`src/rtl/bus_arbiter.sv`:
```
// Two-master arbiter for the single system bus port: core (master 0) and debug SBA (master 1).
// Round-robin per-transaction grant, debug bus lock, registered slave request and response timeout.
module bus_arbiter #(
   parameter int AddrWidth     = 32,
   parameter int DataWidth     = 32,
   parameter int TimeoutCycles = 1024
) (
   input  logic                   clk,
   input  logic                   rst,
   input  logic                   core_req,
   input  logic                   core_wr,
   input  logic [AddrWidth-1:0]   core_addr,
   input  logic [DataWidth-1:0]   core_wdata,
   input  logic [DataWidth/8-1:0] core_be,
   output logic [DataWidth-1:0]   core_rdata,
   output logic                   core_ack,
   output logic                   core_err,
   input  logic                   dbg_req,
   input  logic                   dbg_wr,
   input  logic [AddrWidth-1:0]   dbg_addr,
   input  logic [DataWidth-1:0]   dbg_wdata,
   input  logic [DataWidth/8-1:0] dbg_be,
   input  logic                   dbg_lock,
   output logic [DataWidth-1:0]   dbg_rdata,
   output logic                   dbg_ack,
   output logic                   dbg_err,
   output logic                   s_req,
   output logic                   s_wr,
   output logic [AddrWidth-1:0]   s_addr,
   output logic [DataWidth-1:0]   s_wdata,
   output logic [DataWidth/8-1:0] s_be,
   input  logic [DataWidth-1:0]   s_rdata,
   input  logic                   s_ack,
   input  logic                   s_err,
   output logic                   owner_dbg,
   output logic                   timeout
);

   localparam int CntWidth = (TimeoutCycles > 1) ? $clog2(TimeoutCycles) : 1;
   localparam logic [CntWidth-1:0] CntLast =
      CntWidth'((TimeoutCycles > 0) ? TimeoutCycles - 1 : 0);

   typedef enum logic {
      IDLE = 1'b0,
      BUSY = 1'b1
   } state_t;

   state_t                 state_q, state_d;
   logic                   owner_q, owner_d;       // 1 = dbg
   logic                   last_owner_q, last_owner_d;
   logic [CntWidth-1:0]    cnt_q, cnt_d;
   logic                   s_wr_q, s_wr_d;
   logic [AddrWidth-1:0]   s_addr_q, s_addr_d;
   logic [DataWidth-1:0]   s_wdata_q, s_wdata_d;
   logic [DataWidth/8-1:0] s_be_q, s_be_d;
   logic [DataWidth-1:0]   core_rdata_q, core_rdata_d;
   logic [DataWidth-1:0]   dbg_rdata_q, dbg_rdata_d;

   logic busy, resp, expire, done_ok, done_err;
   logic core_elig, dbg_elig, grant_dbg;

   // A locked bus with dbg as last owner keeps core out of arbitration entirely.
   assign core_elig = core_req & ~(dbg_lock & last_owner_q);
   assign dbg_elig  = dbg_req;
   assign grant_dbg = dbg_elig & (~core_elig | ~last_owner_q);

   assign busy   = (state_q == BUSY);
   assign resp   = busy & (s_ack | s_err);
   assign expire = busy & ~resp & (TimeoutCycles != 0) & (cnt_q == CntLast);

   // Responses seen while reset is asserted are discarded.
   assign done_ok  = busy & s_ack & ~s_err & ~rst;
   assign done_err = busy & (s_err | expire) & ~rst;

   assign core_ack  = done_ok  & ~owner_q;
   assign core_err  = done_err & ~owner_q;
   assign dbg_ack   = done_ok  &  owner_q;
   assign dbg_err   = done_err &  owner_q;
   assign timeout   = expire & ~rst;

   assign core_rdata = (resp & ~owner_q & ~rst) ? s_rdata : core_rdata_q;
   assign dbg_rdata  = (resp &  owner_q & ~rst) ? s_rdata : dbg_rdata_q;

   assign owner_dbg = (busy & owner_q) | (dbg_lock & last_owner_q);

   assign s_req   = busy;
   assign s_wr    = s_wr_q;
   assign s_addr  = s_addr_q;
   assign s_wdata = s_wdata_q;
   assign s_be    = s_be_q;

   always_comb begin
      state_d      = state_q;
      owner_d      = owner_q;
      last_owner_d = last_owner_q;
      cnt_d        = cnt_q;
      s_wr_d       = s_wr_q;
      s_addr_d     = s_addr_q;
      s_wdata_d    = s_wdata_q;
      s_be_d       = s_be_q;
      core_rdata_d = core_rdata_q;
      dbg_rdata_d  = dbg_rdata_q;
      case (state_q)
         IDLE: begin
            if (core_elig | dbg_elig) begin
               state_d      = BUSY;
               owner_d      = grant_dbg;
               last_owner_d = grant_dbg;
               cnt_d        = '0;
               s_wr_d       = grant_dbg ? dbg_wr    : core_wr;
               s_addr_d     = grant_dbg ? dbg_addr  : core_addr;
               s_wdata_d    = grant_dbg ? dbg_wdata : core_wdata;
               s_be_d       = grant_dbg ? dbg_be    : core_be;
            end
         end
         BUSY: begin
            if (resp | expire) begin
               state_d = IDLE;
               cnt_d   = '0;
               if (resp && owner_q)  dbg_rdata_d  = s_rdata;
               if (resp && !owner_q) core_rdata_d = s_rdata;
            end else begin
               cnt_d = cnt_q + 1'b1;
            end
         end
         default: state_d = IDLE;
      endcase
   end

   always_ff @(posedge clk) begin
      if (rst) begin
         state_q      <= IDLE;
         owner_q      <= 1'b0;
         last_owner_q <= 1'b0;
         cnt_q        <= '0;
         s_wr_q       <= 1'b0;
         s_addr_q     <= '0;
         s_wdata_q    <= '0;
         s_be_q       <= '0;
         core_rdata_q <= '0;
         dbg_rdata_q  <= '0;
      end else begin
         state_q      <= state_d;
         owner_q      <= owner_d;
         last_owner_q <= last_owner_d;
         cnt_q        <= cnt_d;
         s_wr_q       <= s_wr_d;
         s_addr_q     <= s_addr_d;
         s_wdata_q    <= s_wdata_d;
         s_be_q       <= s_be_d;
         core_rdata_q <= core_rdata_d;
         dbg_rdata_q  <= dbg_rdata_d;
      end
   end

endmodule

```
`config.mk`:
```
export PLATFORM = sky130hd
export DESIGN_NAME = bus_arbiter
export DESIGN_NICKNAME = d
export VERILOG_FILES = /design/src/rtl/bus_arbiter.sv
export SDC_FILE = /design/constraint.sdc
export NUM_CORES = 1
export LEC_CHECK = 0
export ABC_AREA = 1
export BUFFER_PORTS_ARGS = -buffer_cell sky130_fd_sc_hd__buf_2
export CORE_ASPECT_RATIO = 0.9
export CORE_MARGIN = 1
export CORE_UTILIZATION = 32
export DETAILED_ROUTE_END_ITERATION = 8
export GPL_TIMING_DRIVEN = 0
export RECOVER_POWER = 50
export SLEW_MARGIN = 20
export SYNTH_ARGS = -nofsm -noshare
export SYNTH_HDL_FRONTEND = slang
export SYNTH_SLANG_ARGS = --single-unit
```
`constraint.sdc`:
```
create_clock -name clk -period 1.35 [get_ports clk]
set_input_delay 0.2025 -clock clk [delete_from_list [all_inputs] [get_ports clk]]
set_output_delay 0.2025 -clock clk [all_outputs]
set_load 0.03 [all_outputs]
```
# == Word-level counts from Yosys, hierarchy flattened ==
# Cells that the tools add are included.
# totals
regBits,145
wordCells,64
out_inout_bits,140
# op_classes
n_reduce_logical,6
eq_ne,2
muxes,12
addsub,1
n_bitwise,34
# ops
cell,count
$mux 32,4
$and 1x1->1,21
$mux 10,2
$pmux 10 s2,1
$add 10x1->10 const B,1
$eq 10x10->1 const B,1
$not 1->1,7
$or 1x1->1,6
$reduce_and 3->1,2
$mux 4,1
$mux 1,3
$logic_and 1x1->1,2
$ne 2x2->1 const B,1
$pmux 1 s2,1
$reduce_and 2->1,1
$logic_not 1->1,1

# == Logic depth before layout (Yosys ltp) ==
# depth
ltp_word,9
ltp_mapped,10

# == Worst setup path before layout ==
# No wires, ideal clock.
# synth_timing
kind,flip-flop to output port
start,"reg state_q, in the netlist s_req"
end,out dbg_rdata[10]
path_buffers,2
t_arrival_ns,1.806
slack_ns,-0.659
required_time_ns,1.148
path_stages_with_launch,7
cell_sequence,dfxtp_1 -> buf_4 -> inv_2 -> nor4_4 -> buf_2 -> nand2_1 -> o21ai_0
# synth_via
elab_chain_len,4
# synth_rtl
item,line_no,rtl
start: declaration,48,"state_t state_q, state_d;"
start signal: assignment,143,state_q <= state_d;
$and 1x1->1,68,assign resp = busy & (s_ack | s_err);
$and 1x1->1 (2 in a row),82,assign dbg_rdata = (resp & owner_q & ~rst) ? s_rdata : dbg_rdata_q;
$mux 32,82,
end: declaration,24,"output logic [DataWidth-1:0] dbg_rdata,"
# No other way between the ends.

==> reports/metrics.cfg <==
[outcome]
status=complete, but fails checks
violations=negative setup slack

[detailed_routing]
wl_met1_mm=11.6
drt-vias-per-instance=5.00
dr.pass1.iters=5
ant_nets=0
routed-wl-met2_mm=12.1
route.met3.wl_mm=1.53
routed.top_layer=met4
wl_mm=25.7
drc=0
wl_per_cell_um=17.2
route.vias.total=7441
drt-initial-drc-count=476

[setup_path]
cp_cell_sequence=buf_12, nor4_4, buf_6, buf_12, buf_12, nand2_4, o21ai_4, buf_6
crit_top_cell=buf_12
critPathSlowestCell=dfxtp_2
cp.required_ns=1.15
r2r_end=s_addr[27]$_SDFFE_PP0P_
start_kind=register
crit_end=core_rdata[12]
worstSetupPathType=reg -> out
crit_start=last_owner_q$_SDFFE_PP0P_
cp_max_fo=5
worstRegToRegCells=10
endpoint_kind=output pin
worstPathArrival_ns=1.93
crit_path_max_incr_delay_ns=0.34
rr_startpoint=last_owner_q$_SDFFE_PP0P_
r2r_slack_ns=-0.30

[logic_synthesis]
synth_area_leaders=dfxtp_1, a21oi_1, o21ai_0
ys_warn_count=0
synthesis.nets=1031
synth_edf_count=0
avgSynthCellArea_sq_um=7.38
yosys.area_share.xor_xnor=0.00139
synth_most_common_cell=nand2_1
synth_top_family_by_area=compound AO/OA/AOI/OAI gates
syn_area_sq_mm=0.00629
synth_compound_area_frac=0.305
yosys.area_share.adder=0.00199
synthArstFlopShare=0
ys_top_cells_by_count=nand2_1, a21oi_1, dfxtp_1
synthMuxAreaShare=0
synth_top_cell_by_area=dfxtp_1
ys_seq_area_frac=0.461
synth_flop_cell=dfxtp_1
synth-seq-cells=145
synthCells=853
ys_types=25
yosys.area_share.simple=0.133
synth.top_cell.area_share=0.461

[sta]
finClkSkew_ns=0.00643
maxSlewViolCount=0
finalHoldViolCount=0
setup_slack_ns=-0.783
final.period_utilization=1.58
tightest_slew_ns=0.656
rsz0062_at_grt=yes
relSlewSlack=0.562
max_freq_ghz=0.469
fin_crit_ns=2.13
hold_ws_ns=0.0172
setup_viol=195

[clock_tree]
clock_latency_ns=0.43
cts_root_buf=clkbuf_16
clock_path_buffers=2
cts.sinks=145
htreeDepth=4
cts_tree=done
clkTransAtPathRegs_ns=0.06
cts_made_buffers=17

[worst_hold_path]
min_path_type=in -> reg

[finish]
finalNetCount=1403
regArea_sq_mm=0.00291
drive_gt1_frac=0.470
instances_no_fill=1489
nFillCells=1725
multiInputGateArea_sq_mm=0.00371
final_area_sq_mm=0.0111
syn_to_final_growth_pct=75.9

[die]
dieArea_sq_mm=0.0202
core_area_sq_mm=0.0192
row_count=48
ios=317
die_y_um=135
die_width_um=150
start_util=0.327

[job]
max_cap_violations=0

[placed_design]
placed_cells=1419
io_buffer_count=316
place_congestion=0.839
placed_cell_area_sq_mm=0.00894
dp_hpwl_mm=18.2

[pwr]
p_leak_nw=4.92
powerDensity_mw_per_mm2=1190
p_total_mw=13.2
ir_drop_uv=646

[global_route]
track_usage=0.242
grt_max_degree=17
grt_pass1_vias=7011
grt_pass1_wl_mm=37.7
antenna_found_initial=0
grt.overflow.total=0

==> area by class of cell <==
type / instances / area share
multi-input combinational: 559 / 0.335
sequential: 145 / 0.263
timing repair buffer: 356 / 0.224
buffer: 62 / 0.0602
clock buffer: 21 / 0.0434
inverter: 84 / 0.0305
tap: 250 / 0.0283
clock inverter: 11 / 0.0157
antenna: 1 / 0.000226
==> state kept, by name (all words and copies together), names as in the netlist <==
signal,cells
cnt_q,10
s_wdata,32
s_be,4
s_req,1
s_wr,1
dbg_rdata_q,32
s_addr,32
core_rdata_q,32
last_owner_q,1
==> stage by stage <==
stage          setup TNS [ns]  setup slack [ns]   util
3_3_place_gp          -112.33            -0.837  0.465
6_report               -67.82            -0.783  0.576
3_5_place_dp          -117.58            -0.889  0.465
4_1_cts                -90.93            -0.785  0.553
5_1_grt                -82.61            -0.860  0.576
2_1_floorplan          -33.24            -0.380      -
==> routing by layer <==
metal / up-vias / GRT usage
met4: 0 / 0.0718
met3: 31 / 0.0541
met5: - / 0
li1: 3667 / -
met1: 3476 / 0.330
met2: 267 / 0.379
==> critical path: cells and delay by family, from the launching register on <==
kind / cells / cell delay, ns
buffers and inverters: 5 / 0.70
and+or+nand+nor: 2 / 0.39
DFF: 1 / 0.34
AOI/OAI and AO/OA: 1 / 0.06
==> cell usage in the layout, fill, tap and decap left out, types with 27 or more instances in the layout <==
| master | count |
|---|---|
| buf_6 | 81 |
| nand2_1 | 118 |
| inv_1 | 79 |
| a21oi_1 | 132 |
| clkbuf_2 | 32 |
| o21ai_1 | 27 |
| o21ai_4 | 41 |
| buf_4 | 29 |
| nand2_2 | 31 |
| buf_2 | 218 |
| dfxtp_1 | 140 |
| o31ai_1 | 63 |
| o21ai_0 | 53 |
==> what timing repair did <==
action | in CTS | in global routing
pin swaps | 14 | 10
hold buffers | 0 | 0
hold endpoints to repair | 0 | 0
cloned | 2 | 7
setup endpoints to repair | 215 | 215
gates resized for setup | 239 | 108
setup buffers | 24 | 8
==> logic make-up after synthesis <==
kind of cell               Yosys count
DFF                                145
AOI/OAI and AO/OA                  351
xor gates and xnor gates             1
adders and majority gates            1
buffers and inverters              149
and+or+nand+nor                    206
==> how the worst min path moves through the flow <==
stage	startpoint	endpoint	slack, ns	cells after the start
floorplan	s_rdata[10]	core_rdata_q[10]$_SDFFE_PP0P_	0.32	2
global placement	s_rdata[0]	core_rdata_q[0]$_SDFFE_PP0P_	0.44	3
detailed placement	s_rdata[0]	dbg_rdata_q[0]$_SDFFE_PP0P_	0.45	3
CTS	dbg_addr[0]	s_addr[0]$_SDFFE_PP0P_	0.007	3
global route	dbg_addr[0]	s_addr[0]$_SDFFE_PP0P_	0.01	3
finish	dbg_addr[0]	s_addr[0]$_SDFFE_PP0P_	0.02	3
==> where the power goes <==
part | internal (mW) | switching (mW) | total [mW] | leakage (nW)
logic | 1.27 | 2.00 | 3.27 | 3.40
clock network | 3.31 | 1.92 | 5.22 | 0.321
registers | 4.59 | 0.147 | 4.74 | 1.19
Power figures use the tool's default switching activity.
